--- config.mk ---
export PLATFORM = sky130hd
export DESIGN_NAME = bvashr_sge_witness_search
export DESIGN_NICKNAME = d
export VERILOG_FILES = /design/src/rtl/bvashr_sge_witness_search_pkg.sv /design/src/rtl/bvashr_sge_witness_search_eval.sv /design/src/rtl/bvashr_sge_witness_search.sv
export SDC_FILE = /design/constraint.sdc
export NUM_CORES = 1
export LEC_CHECK = 0
export BUFFER_PORTS_ARGS = -buffer_cell sky130_fd_sc_hd__buf_2
export CORE_ASPECT_RATIO = 0.9
export CORE_MARGIN = 2
export CORE_UTILIZATION = 55
export DETAILED_ROUTE_END_ITERATION = 10
export HOLD_SLACK_MARGIN = 0.1
export PLACE_DENSITY_LB_ADDON = 0.3
export SETUP_SLACK_MARGIN = 0.05
export SLEW_MARGIN = 20
export SYNTH_ARGS = -nofsm -noshare
export SYNTH_HDL_FRONTEND = slang
export SYNTH_SLANG_ARGS = --single-unit
--- constraint.sdc ---
create_clock -name clk -period 3.4 [get_ports clk]
set_clock_uncertainty 0.15 [all_clocks]
set_input_delay 0.51 -clock clk [delete_from_list [all_inputs] [get_ports clk]]
set_output_delay 0.51 -clock clk [all_outputs]
set_load 0.1 [all_outputs]
--- src/rtl/bvashr_sge_witness_search_pkg.sv ---
// Shared definitions for the arithmetic-shift / signed-compare witness search.
//   WIDTH    : operand width of x, s and t
//   EVAL_W   : width of the predicate-evaluation counter (max 17)
//   state_t  : controller state encoding
//   SH_FULL  : shift amount at and above which the result is pure sign fill
//   CNT_LAST : last scan candidate value before giving up
package bvashr_sge_witness_search_pkg;

    localparam int WIDTH  = 4;
    localparam int EVAL_W = 5;

    localparam logic [WIDTH-1:0] SH_FULL  = WIDTH'(WIDTH);
    localparam logic [WIDTH-1:0] CNT_LAST = '1;

    typedef enum logic [1:0] {
        IDLE  = 2'd0,
        CHECK = 2'd1,
        SCAN  = 2'd2,
        DONE  = 2'd3
    } state_t;

endpackage

--- src/rtl/bvashr_sge_witness_search_eval.sv ---
// Combinational predicate P(x) = (x >>a s) >=s t.
//   x   : value under test
//   s   : unsigned shift amount; s >= WIDTH gives full sign fill
//   t   : two's complement bound
//   sat : 1 when P(x) holds
module bvashr_sge_eval
    import bvashr_sge_witness_search_pkg::*;
(
    input  logic [WIDTH-1:0] x,
    input  logic [WIDTH-1:0] s,
    input  logic [WIDTH-1:0] t,
    output logic             sat
);

    logic signed [WIDTH-1:0] sh;

    always_comb begin
        // Large shifts are clamped explicitly so the result never depends on
        // how a tool treats out-of-range shift amounts.
        if (s >= SH_FULL) begin
            sh = {WIDTH{x[WIDTH-1]}};
        end else begin
            sh = $signed(x) >>> s;
        end
        sat = (sh >= $signed(t));
    end

endmodule

--- src/rtl/bvashr_sge_witness_search.sv ---
// Witness search for P(x) = (x >>a s) >=s t over x in 0..WIDTH-bit range.
// Checks a supplied candidate, then scans upward from 0 for the smallest
// witness, reporting how many predicate evaluations were needed.
//   clk, rst         : clock, asynchronous active-high reset
//   in_valid/ready   : request handshake carrying in_s, in_t, in_cand
//   out_valid/ready  : result handshake
//   out_found        : a witness exists
//   out_x            : smallest witness (0 when none)
//   out_cand_ok      : candidate satisfies P
//   out_evals        : predicate evaluations performed (2..17)
//
// state | meaning
// ------+--------------------------------------------------------------
// IDLE  | waiting for a request, in_ready=1
// CHECK | evaluate candidate, clear scan counter, evals=1
// SCAN  | evaluate P(counter) each cycle until hit or counter=15 misses
// DONE  | hold result with out_valid=1 until out_ready
module bvashr_sge_witness_search
    import bvashr_sge_witness_search_pkg::*;
(
    input  logic              clk,
    input  logic              rst,
    input  logic              in_valid,
    output logic              in_ready,
    input  logic [WIDTH-1:0]  in_s,
    input  logic [WIDTH-1:0]  in_t,
    input  logic [WIDTH-1:0]  in_cand,
    output logic              out_valid,
    input  logic              out_ready,
    output logic              out_found,
    output logic [WIDTH-1:0]  out_x,
    output logic              out_cand_ok,
    output logic [EVAL_W-1:0] out_evals
);

    state_t             state_q, state_d;
    logic [WIDTH-1:0]   s_q, s_d;
    logic [WIDTH-1:0]   t_q, t_d;
    logic [WIDTH-1:0]   cand_q, cand_d;
    logic [WIDTH-1:0]   cnt_q, cnt_d;
    logic               found_q, found_d;
    logic [WIDTH-1:0]   x_q, x_d;
    logic               cand_ok_q, cand_ok_d;
    logic [EVAL_W-1:0]  evals_q, evals_d;

    logic               cand_sat;
    logic               scan_sat;

    bvashr_sge_eval u_eval_cand (
        .x   (cand_q),
        .s   (s_q),
        .t   (t_q),
        .sat (cand_sat)
    );

    bvashr_sge_eval u_eval_scan (
        .x   (cnt_q),
        .s   (s_q),
        .t   (t_q),
        .sat (scan_sat)
    );

    always_ff @(posedge clk or posedge rst) begin
        if (rst) begin
            state_q   <= IDLE;
            s_q       <= '0;
            t_q       <= '0;
            cand_q    <= '0;
            cnt_q     <= '0;
            found_q   <= 1'b0;
            x_q       <= '0;
            cand_ok_q <= 1'b0;
            evals_q   <= '0;
        end else begin
            state_q   <= state_d;
            s_q       <= s_d;
            t_q       <= t_d;
            cand_q    <= cand_d;
            cnt_q     <= cnt_d;
            found_q   <= found_d;
            x_q       <= x_d;
            cand_ok_q <= cand_ok_d;
            evals_q   <= evals_d;
        end
    end

    always_comb begin
        state_d   = state_q;
        s_d       = s_q;
        t_d       = t_q;
        cand_d    = cand_q;
        cnt_d     = cnt_q;
        found_d   = found_q;
        x_d       = x_q;
        cand_ok_d = cand_ok_q;
        evals_d   = evals_q;

        case (state_q)
            IDLE: begin
                if (in_valid) begin
                    s_d     = in_s;
                    t_d     = in_t;
                    cand_d  = in_cand;
                    state_d = CHECK;
                end
            end
            CHECK: begin
                cand_ok_d = cand_sat;
                cnt_d     = '0;
                found_d   = 1'b0;
                x_d       = '0;
                evals_d   = EVAL_W'(1);
                state_d   = SCAN;
            end
            SCAN: begin
                evals_d = evals_q + EVAL_W'(1);
                if (scan_sat) begin
                    found_d = 1'b1;
                    x_d     = cnt_q;
                    state_d = DONE;
                end else if (cnt_q == CNT_LAST) begin
                    // Exhausted without a witness; stop rather than wrap.
                    found_d = 1'b0;
                    x_d     = '0;
                    state_d = DONE;
                end else begin
                    cnt_d = cnt_q + WIDTH'(1);
                end
            end
            DONE: begin
                if (out_ready) begin
                    state_d = IDLE;
                end
            end
            default: begin
                state_d = IDLE;
            end
        endcase
    end

    assign in_ready    = (state_q == IDLE);
    assign out_valid   = (state_q == DONE);
    assign out_found   = found_q;
    assign out_x       = x_q;
    assign out_cand_ok = cand_ok_q;
    assign out_evals   = evals_q;

endmodule

==> run metrics <==
WP data arrival 2860 ps; CTS hold repair buffers 0; Crit path required time 3470 ps; class of the worst hold path in2async; RSZ-0062 raised after global routing false; Primary FF master, synth dfrtp_1; GRT Overall Usage 0.200; # nets final 217; Sequential Area 726 um2; Crit-path slowest cell or3_1; number of global-route vias before repair 1,238; Initial Util 0.568; Final period util 0.820; DR vias 1,238; Cells after Synth 159; post_cts resized 0; diode count 0; top-area cell type share of the netlist area 0.423; postcts setup bufs 0; crit-path cells or3_1, nor2_2, mux2_2, ha_1, nand2_1, o311ai_4, o21ai_2, mux2_4; Crit Path Max Fanout 7; multi-input logic area 900 um2; Worst-Skew Late Latency 330 ps; Core Area 3020 um2; synthesized area per cell 10.8 um2; remaining antenna violation count 0; clock sinks 29; Max-slew headroom 0.604; largest cells by area after synthesis dfrtp_1 (42%), mux2_2 (11%), ha_1 (10%); Ports 29; Post-synth ARST share 1.00; Filler cells 274; DRC 0; clk slew on worst S/H paths 90 ps; Num CTS Buffers 5; htree depth 2; Max Clock Freq 359 MHz; placed instance area 1870 um2; Slew @ Worst Pin 594 ps; most common cell in the synthesized netlist dfrtp_1; GPL Wtd Cong 0.842; antenna violations before repair 0; Yosys reg bits 29; Post-synth EDFFs 0; Setup TNS 0 ps; Die Ht 57.0 um; initial DRC count 33; die width 62.9 um; Buffers on Ports 28; status finished clean; Distinct cells, synth 38; row cnt 19; Finished Core Util 0.636; Crit Path Category reg2reg; drt wl/cell 13.5 um; post-route cell area 1920 um2; Via density 5.38; Net Count, Synth 189; slowest stage delay, CP 460 ps; min Tclk post-route 2790 ps; startpoint class of the critical path flip-flop; share of layout cells above drive strength 1 0.324; clock root cell clkbuf_4; largest net degree at the start of global routing 30; Worst path top cell family by delay simple AND/OR/NAND/NOR gates; yosys warns 0; first-pass GRT wire length 5490 um; pins over their slew limit 0; HPWL Detailed 2360 um; drt first pass iters 4; most common library cells after synthesis dfrtp_1 (29), mux2_2 (17), nand2_1 (16), ha_1 (14), inv_1 (14); Detailed Route WL 3100 um; max_cap viols 0; CTS tree done; Setup Viol. Count Final 0; crit end category flip-flop; gr ovfl total 0; clock tree buffer depth 2; final hold violation count 0; Total Die Area 3580 um2; WP buf/inv 0; cell area after synthesis 1720 um2; biggest area consumer among synthesized cells dfrtp_1; Min Hold Slack 87.2 ps; Layout area overhead 11.9%; sequential cell area fraction in the yosys report 0.423
==> final timing paths <==
kind	startpoint	end	slack, ps	depth (start not counted)
setup / recovery	s_q[2]$_DFFE_PP0P_	state_q[1]$_DFFE_PP0P_	610	8
hold / removal	rst	cand_q[1]$_DFFE_PP0P_	90	2
setup reg to reg	s_q[2]$_DFFE_PP0P_	state_q[1]$_DFFE_PP0P_	610	8
hold reg to reg	out_found$_DFFE_PP0P_	out_found$_DFFE_PP0P_	350	1
max in group asynchronous	rst	cand_q[2]$_DFFE_PP0P_	2620	2
min in group clk	in_t[1]	t_q[1]$_DFFE_PP0P_	250	2
==> state kept, by name, indices dropped and copies added (netlist names) <==
signal,count
out_found,1
s_q,4
cand_q,4
state_q,2
out_x,4
t_q,4
out_evals,5
cnt_q,4
out_cand_ok,1
==> layer usage <==
metal | vias to the layer above | part of all wire | global-route usage
li1 | 620 | - | -
met1 | 591 | 0.48 | 0.250
met2 | 22 | 0.47 | 0.325
met3 | 5 | 0.038 | 0.0651
met4 | 0 | 0.016 | 0.0762
met5 | - | 0 | 0
==> area by class of cell <==
type	instances	share of cell area
repair buffers	28	0.0730
clock buffers	8	0.0254
flip-flops and latches	29	0.378
multi-input cells	109	0.469
well taps	42	0.0274
inverters	14	0.0274
==> kinds of logic after synthesis <==
| family | Yosys count | share of synthesized area |
|---|---|---|
| compound gates | 29 | 0.141 |
| simple gates | 43 | 0.132 |
| buf+inv | 21 | 0.0525 |
| fa+ha+maj | 14 | 0.102 |
| mux | 23 | 0.150 |
| flops | 29 | 0.423 |
==> through the flow <==
stage	worst slack [ps]	cells
final	613	230
after CTS	618	230
after detailed placement	630	222
after global routing	498	230
after global placement	717	222
after floorplan	767	159
==> layout by cell type, fill, tap and decap left out <==
master / count
a2111o_1: 1
a2111oi_0: 1
a21o_1: 4
a21oi_1: 2
a22o_1: 4
a31oi_2: 1
and2b_4: 1
and3_1: 1
buf_2: 28
clkbuf_1: 3
clkbuf_4: 5
dfrtp_1: 29
ha_1: 14
inv_1: 13
inv_2: 1
mux2_2: 17
mux2_4: 1
mux2i_1: 5
nand2_1: 16
nand2b_1: 2
nand3_1: 7
nand4_1: 1
nor2_1: 2
nor2_2: 1
nor2b_1: 3
nor2b_2: 1
nor2b_4: 1
nor3_1: 3
nor3b_1: 1
nor4_1: 2
o2111ai_2: 1
o211ai_1: 1
o21ai_0: 8
o21ai_2: 1
o221ai_1: 2
o22ai_1: 1
o22ai_2: 1
o311ai_4: 1
or3_1: 1
Power is not shown: default switching activity piles up to over one toggle a cycle in this logic, so the estimate is an artifact.
